===== src/rtl/operand_fetch.sv =====
// operand_fetch: one-stage operand fetch with a scoreboard that tracks pending register writes.
// Define OPERAND_FETCH_BYPASS_EN to forward same-cycle writeback data instead of stalling for it.
module operand_fetch #(
    parameter int addr_size = 5,
    parameter int cell_size = 32,
    parameter int op_size   = 16
) (
    input  logic                 clk,
    input  logic                 reset_n,
    input  logic                 in_valid,
    output logic                 in_ready,
    input  logic [addr_size-1:0] in_rs1,
    input  logic [addr_size-1:0] in_rs2,
    input  logic [addr_size-1:0] in_rd,
    input  logic                 in_rd_we,
    input  logic [op_size-1:0]   in_op,
    output logic [addr_size-1:0] rf_r1,
    output logic [addr_size-1:0] rf_r2,
    input  logic [cell_size-1:0] rf_r1data,
    input  logic [cell_size-1:0] rf_r2data,
    input  logic                 wb_valid,
    input  logic [addr_size-1:0] wb_rd,
    input  logic [cell_size-1:0] wb_data,
    output logic                 rf_we,
    output logic [addr_size-1:0] rf_rd,
    output logic [cell_size-1:0] rf_rddata,
    output logic                 out_valid,
    input  logic                 out_ready,
    output logic [op_size-1:0]   out_op,
    output logic [addr_size-1:0] out_rd,
    output logic                 out_rd_we,
    output logic [cell_size-1:0] out_rs1data,
    output logic [cell_size-1:0] out_rs2data
);
    localparam int nregs = 1 << addr_size;

    logic [nregs-1:0]     pending;
    logic                 s1_valid;
    logic [addr_size-1:0] s1_rs1, s1_rs2, s1_rd;
    logic                 s1_rd_we;
    logic [op_size-1:0]   s1_op;
    logic                 wb_hit1, wb_hit2, haz1, haz2, transfer;
    logic [nregs-1:0]     set_mask, clr_mask;

    assign wb_hit1 = wb_valid && wb_rd == in_rs1;
    assign wb_hit2 = wb_valid && wb_rd == in_rs2;
`ifdef OPERAND_FETCH_BYPASS_EN
    assign haz1 = in_rs1 != '0 && pending[in_rs1] && !wb_hit1;
    assign haz2 = in_rs2 != '0 && pending[in_rs2] && !wb_hit2;
`else
    // the register file cannot return same-cycle writeback data, so wait a cycle for it
    assign haz1 = in_rs1 != '0 && (pending[in_rs1] || wb_hit1);
    assign haz2 = in_rs2 != '0 && (pending[in_rs2] || wb_hit2);
`endif
    assign in_ready  = (!s1_valid || out_ready) && !haz1 && !haz2;
    assign transfer  = in_valid && in_ready;
    assign rf_r1     = transfer ? in_rs1 : s1_rs1;
    assign rf_r2     = transfer ? in_rs2 : s1_rs2;
    assign rf_we     = wb_valid && wb_rd != '0;
    assign rf_rd     = wb_rd;
    assign rf_rddata = wb_data;
    assign out_valid = s1_valid;
    assign out_op    = s1_op;
    assign out_rd    = s1_rd;
    assign out_rd_we = s1_rd_we;
    assign set_mask  = (transfer && in_rd_we && in_rd != '0) ? nregs'(1) << in_rd : '0;
    assign clr_mask  = wb_valid ? nregs'(1) << wb_rd : '0;

    always_ff @(posedge clk or negedge reset_n) begin
        if (!reset_n) begin
            pending  <= '0;
            s1_valid <= 1'b0;
            s1_rs1   <= '0;
            s1_rs2   <= '0;
            s1_rd    <= '0;
            s1_rd_we <= 1'b0;
            s1_op    <= '0;
        end else begin
            pending <= (pending & ~clr_mask) | set_mask;
            if (transfer) begin
                s1_valid <= 1'b1;
                s1_rs1   <= in_rs1;
                s1_rs2   <= in_rs2;
                s1_rd    <= in_rd;
                s1_rd_we <= in_rd_we;
                s1_op    <= in_op;
            end else if (out_ready) begin
                s1_valid <= 1'b0;
            end
        end
    end

`ifdef OPERAND_FETCH_BYPASS_EN
    logic                 byp1_f, byp2_f;
    logic [cell_size-1:0] byp1, byp2;

    always_ff @(posedge clk or negedge reset_n) begin
        if (!reset_n) begin
            byp1_f <= 1'b0;
            byp2_f <= 1'b0;
            byp1   <= '0;
            byp2   <= '0;
        end else if (transfer) begin
            byp1_f <= wb_hit1 && in_rs1 != '0;
            byp2_f <= wb_hit2 && in_rs2 != '0;
            if (wb_hit1) byp1 <= wb_data;
            if (wb_hit2) byp2 <= wb_data;
        end
    end

    assign out_rs1data = s1_rs1 == '0 ? '0 : byp1_f ? byp1 : rf_r1data;
    assign out_rs2data = s1_rs2 == '0 ? '0 : byp2_f ? byp2 : rf_r2data;
`else
    assign out_rs1data = s1_rs1 == '0 ? '0 : rf_r1data;
    assign out_rs2data = s1_rs2 == '0 ? '0 : rf_r2data;
`endif
endmodule


===== config.mk =====
export PLATFORM = sky130hd
export DESIGN_NAME = operand_fetch
export DESIGN_NICKNAME = d
export VERILOG_FILES = /design/src/rtl/operand_fetch.sv
export SDC_FILE = /design/constraint.sdc
export NUM_CORES = 1
export LEC_CHECK = 0
export BUFFER_PORTS_ARGS = -buffer_cell sky130_fd_sc_hd__buf_2
export CORE_AREA = 2 2 107 109
export CTS_BUF_LIST = sky130_fd_sc_hd__clkbuf_4
export CTS_CLUSTER_SIZE = 30
export DETAILED_ROUTE_END_ITERATION = 12
export DIE_AREA = 0 0 109 111
export PLACE_DENSITY = 0.73
export SLEW_MARGIN = 30
export SYNTH_ARGS = -nofsm -noshare
export SYNTH_HDL_FRONTEND = slang
export SYNTH_SLANG_ARGS = --single-unit

===== constraint.sdc =====
create_clock -name clk -period 4.4 [get_ports clk]
set_clock_uncertainty 0.2 [all_clocks]
set_input_delay 0.44 -clock clk [delete_from_list [all_inputs] [get_ports clk]]
set_output_delay 0.44 -clock clk [all_outputs]
set_load 0.02 [all_outputs]

## After elaboration in Yosys (flattened, before gate mapping)

Cells that the tools add are included.

| cells by class | value |
|---|---|
| $add $sub $neg | 0 |
| equality and inequality tests | 2 |
| shift-type cells | 2 |
| multiplexer cells | 12 |
| div/mod/pow operators | 0 |
| magnitude comparators | 2 |
| bitwise gates (word level) | 3 |
| multiply operators | 0 |
| reduce and logical (&&, ||, !) cells | 23 |

Operators by type and width:

| operator | number |
|---|---|
| 2-to-1 mux 32 bit | 4 |
| << shifter 1 x 5 -> 32 bit (first input constant) | 2 |
| AND 32 bit | 1 |
| NOT 32 bit | 1 |
| OR 32 bit | 1 |
| nonzero test 5 bit | 4 |
| < comparator 5 x 6 -> 1 bit (second input constant) | 2 |
| binary-select mux 1 bit (select 5 bit) | 2 |
| == test 5 bit | 2 |
| logical AND 1 bit | 10 |
| logical NOT 5 bit | 2 |
| 2-to-1 mux 5 bit | 2 |
| 2-to-1 mux 1 bit | 4 |
| logical NOT 1 bit | 3 |
| logical OR 1 bit | 3 |
| nonzero test 2 bit | 1 |

| word-level totals | value |
|---|---|
| memory bits (writable) | 0 |
| bits in registers | 65 |
| logic and storage cells | 51 |
| bits in read-only memories | 0 |
| memories | 0 |
| bits in latches | 0 |

## Depth between registers and ports, before layout

| depth | value |
|---|---|
| depth in word-level cells | 12 |
| depth in mapped cells | 10 |

## Worst setup path before layout

Ideal clock, no wire load.

| timing | value |
|---|---|
| path kind | input port to output port |
| start | input port in_rs1[0] |
| end | output port rf_r1[0] |
| data required time | 3.760 ns |
| slack | 1.046 ns |
| data arrival time | 2.714 ns |
| stages on the path | 9 |
| cell sequence | buf_6 mux4_2 mux4_2 nor3_2 o31ai_1 or2_1 buf_4 buf_6 mux2_4 |

| on the way | value |
|---|---|
| word-level cells in the longest chain between the ends | 9 |

RTL lines:

| item | RTL line | RTL |
|---|---|---|
| from (decl) | 12 | `input logic [addr_size-1:0] in_rs1,` |
| binary-select mux 1 bit (select 5 bit) / == test 5 bit (equally long branches) | 52, 45 |  |
| 2-to-1 mux 1 bit (implied by the code) / logical AND 1 bit (equally long branches) | 52, 45 |  |
| logical OR 1 bit | 52 | `assign haz1 = in_rs1 != '0 && (pending[in_rs1] \|\| wb_hit1);` |
| logical AND 1 bit | 52 |  |
| logical NOT 1 bit | 55 | `assign in_ready = (!s1_valid \|\| out_ready) && !haz1 && !haz2;` |
| logical AND 1 bit (2 in series) | 55 |  |
| logical AND 1 bit | 56 | `assign transfer = in_valid && in_ready;` |
| 2-to-1 mux 5 bit (*) | - |  |
| to (decl) | 17 | `output logic [addr_size-1:0] rf_r1,` |

Every way passes the cells marked *; elsewhere a longest branch is shown, timed or not. The select of a mux whose other input is x is not followed.

## Worst setup path after layout

| timing | value |
|---|---|
| start | input port in_rs1[0] |
| end | output port rf_r1[1] |

| on the way | value |
|---|---|
| word-level cells in the longest chain between the ends | 9 |

RTL lines:

| item | RTL line |
|---|---|
| binary-select mux 1 bit (select 5 bit) / == test 5 bit (equally long branches) | 52, 45 |
| 2-to-1 mux 1 bit (implied by the code) / logical AND 1 bit (equally long branches) | 52, 45 |
| logical OR 1 bit | 52 |
| logical AND 1 bit (*) | 52 |
| logical NOT 1 bit (*) | 55 |
| logical AND 1 bit (*) (2 in series) | 55 |
| logical AND 1 bit (*) | 56 |
| 2-to-1 mux 5 bit (*) | - |

Marks and branches as above.

==> run summary <==
========================================================================================
Wirelength per Cell                                                             20.84 um
Number of enable flip-flop cells after synthesis                                       0
Chip width                                                                        109 um
Maximum frequency from static timing analysis                                  267.3 MHz
Area of the mapped netlist                                                     4254 um^2
Congestion Overflow GR                                                                 0
CTS Root Buffer Type                                                            clkbuf_4
Post-detailed-route DRC marker count                                                   0
Post-placement cell area                                                       5064 um^2
Layout filler cell count                                                            1050
Pwr Density                                                                 374.7 nW/um^2
Highest routed layer                                                                met5
Layout cells sized above 1                                                        50.27%
Yosys warning total                                                                    0
Leading register cell type out of synthesis                                      dfrtp_1
Number of search-and-repair iterations in the first detailed-routing pass              6
First-pass GRT wire length                                                      21.67 mm
Share of the cycle needed by the critical path after routing                      85.04%
Final weighted congestion in routability-driven placement                          1.050
Top-Level Pins                                                                       274
WL final                                                                        14.61 mm
Number of flip-flops and latches in the synthesized netlist                           65
Share of synthesized area spent on multiplexers                                   18.68%
Critical path startpoint category                                           primary input
Synthesized-area fraction occupied by and/or/nand/nor cells                       19.12%
Synthesized netlist cell count                                                       395
HPWL after detailed placement                                                   11.71 mm
Post-Layout Cell Count                                                               701
GRT Util Overall                                                                  23.97%
Number of distinct library cells after synthesis                                      36
Final core area utilization                                                       47.05%
Sequential fraction of the synthesis area                                         38.24%
Slew @ Worst Pin                                                                707.7 ps
Critical Path End Type                                                       output port
Total Die Area                                                                12100 um^2
Shortest clock period the worst path allows after layout                         3742 ps
P_leak                                                                          2.566 nW
Required time of the worst setup path                                            3760 ps
M1 WL                                                                           6.032 mm
Layout Area Growth over Synthesis                                                 22.50%
Post-synthesis xor/xnor area fraction                                             2.059%
Asr flop ratio synth                                                              100.0%
Starting DRT DRC Count                                                               278
Via count of the first global-routing pass                                          3827
Clk Latency, worst-skew pair                                                      410 ps
Final max-slew violation count                                                         0
Worst setup margin                                                              658.2 ps
Status                                                                      finished, final reports clean
Power, Total                                                                    1.952 mW
Htree depth                                                                            3
Type of the tightest min-delay check                                        primary input to flip-flop
Number of instances in the placed design                                             684
Adder and majority gate portion of the synthesized area                               0%
Peak ir drop on the vdd network                                              0.0002226 V
CTS Buffer Depth                                                                       2
Worst path arrival time                                                          3100 ps
Initial antenna violation count                                                        1
Setup repair after global routing missed its margin                                   no
Row count                                                                             39
Final instance area                                                            5211 um^2
Final net count                                                                      691
Routed length on met2                                                           6.585 mm
Clock slew at reported path FFs                                                   100 ps
Post-Synthesis Mean Instance Area                                             10.77 um^2
Worst setup path class                                                      primary input to output port
Complex-gate fraction of the synthesized area                                     11.56%
Most frequent cells in the layout                                           buf_2, nor2b_1, dfrtp_1, o21ai_0, o31ai_1
Final-report hold violation count                                                      0
Synth Net Count                                                                      533
Number of nets still failing antenna checks after routing                              0
Setup violations, final                                                                0
Number of sinks driven by the clock tree                                              65
Slew headroom                                                                     52.82%
Y dimension of the die                                                            111 um
TNS Setup                                                                           0 ps
Core Region                                                                   11080 um^2
Hold Slack                                                                      55.90 ps
# resized after CTS                                                                    0
Initial Utilization                                                               38.41%
Total met3 wirelength after detailed routing                                    1.744 mm
Highest net fanout along the worst path                                               11
Combinational family with the most area after synthesis                     simple AND/OR/NAND/NOR gates
Most common cell after layout, fill and taps aside                                 buf_2
TritonCTS buffer count                                                                 9
Via count                                                                           3817
Pin count of the biggest net entering global routing                                  55
Place WS                                                                        642.2 ps
IO Port Bufs                                                                         209
Number of maximum-capacitance violations                                               0
Detail-routed via count per cell                                                   5.445
TritonCTS clock tree                                                                 yes
========================================================================================
==> cell usage after synthesis (2+ instances only) <==
library cell,instances,area share [%]
nand4_1,2,0.29
nor3_1,3,0.35
o31ai_1,29,5.1
or2_2,2,0.29
mux2_2,5,1.3
nand3_1,6,0.71
nor2_1,10,0.88
and3_1,3,0.44
clkbuf_1,19,1.7
o41ai_2,3,1.1
nand3b_1,5,0.88
nand2_1,14,1.2
nor2b_1,68,10
buf_4,38,6.7
xnor2_1,2,0.41
dfrtp_1,65,38
nand4b_1,2,0.41
a22o_1,5,1.0
nor4_1,3,0.44
mux2_4,23,8.1
nand2b_1,11,1.6
or4_1,3,0.53
buf_6,7,1.9
o21ai_0,32,3.8
xor2_1,8,1.6
mux4_2,17,9.0
==> critical path: stages <==
cell and delay [ps]:
buf_2 330, mux4_2 550, mux4_2 490, nor3_2 210, o31ai_1 110, or2_2 440
mux2_4 360, buf_2 160
==> power breakdown <==
part | internal [mW] | leakage (nW) | switching [mW] | total (mW)
clock network | 0.180 | 0.0765 | 0.209 | 0.389
registers | 0.708 | 0.823 | 0.0770 | 0.785
logic | 0.330 | 1.67 | 0.448 | 0.778
==> layer usage <==
metal  vias to the layer above  global-route usage [%]
li1                       1688                       -
met1                      1861                   32.51
met2                       247                   36.02
met3                        19                   8.348
met4                         2                   6.410
met5                         -                   4.018
==> layout make-up <==
class | instances | area, um^2 | area share [%]
multi-input cells | 265 | 2202 | 42.26
flip-flops and latches | 65 | 1627 | 31.21
repair buffers | 212 | 1074 | 20.60
well taps | 143 | 178.9 | 3.433
clock buffers | 11 | 82.58 | 1.585
clock inverters | 4 | 45.04 | 0.8643
diodes | 1 | 2.502 | 0.04802
==> state kept, by name, indices dropped and copies added, names as in the netlist <==
register and count:
out_op 16, out_rd 5, out_rd_we 1, out_valid 1, pending 32, s1_rs1 5, s1_rs2 5
==> path summary, 6_finish.rpt <==
kind,endpoint,cells past startpoint,slack (ps),from
worst max-delay path,rf_r1[1],8,660,in_rs1[0]
worst min-delay path,out_op[7]$_DFFE_PN0N_,2,60,in_op[7]
worst max register to register,out_rd[2]$_DFFE_PN0N_,7,1130,pending[10]$_DFF_PN0_
worst min register to register,out_op[0]$_DFFE_PN0N_,1,310,out_op[0]$_DFFE_PN0N_
max in group asynchronous,out_op[11]$_DFFE_PN0N_,3,2920,reset_n
min in group asynchronous,pending[6]$_DFF_PN0_,2,340,reset_n
==> kinds of logic after synthesis <==
family | after synthesis
xor+xnor | 10
simple gates | 137
flops | 65
mux | 46
compound gates | 72
buf+inv | 65
==> what timing repair did <==
item                       CTS  global route
buffers inserted             0             0
setup endpoints to repair    0             0
hold buffers                 1             0
hold endpoints to repair    39             0
(Power assumes the default switching activity.)
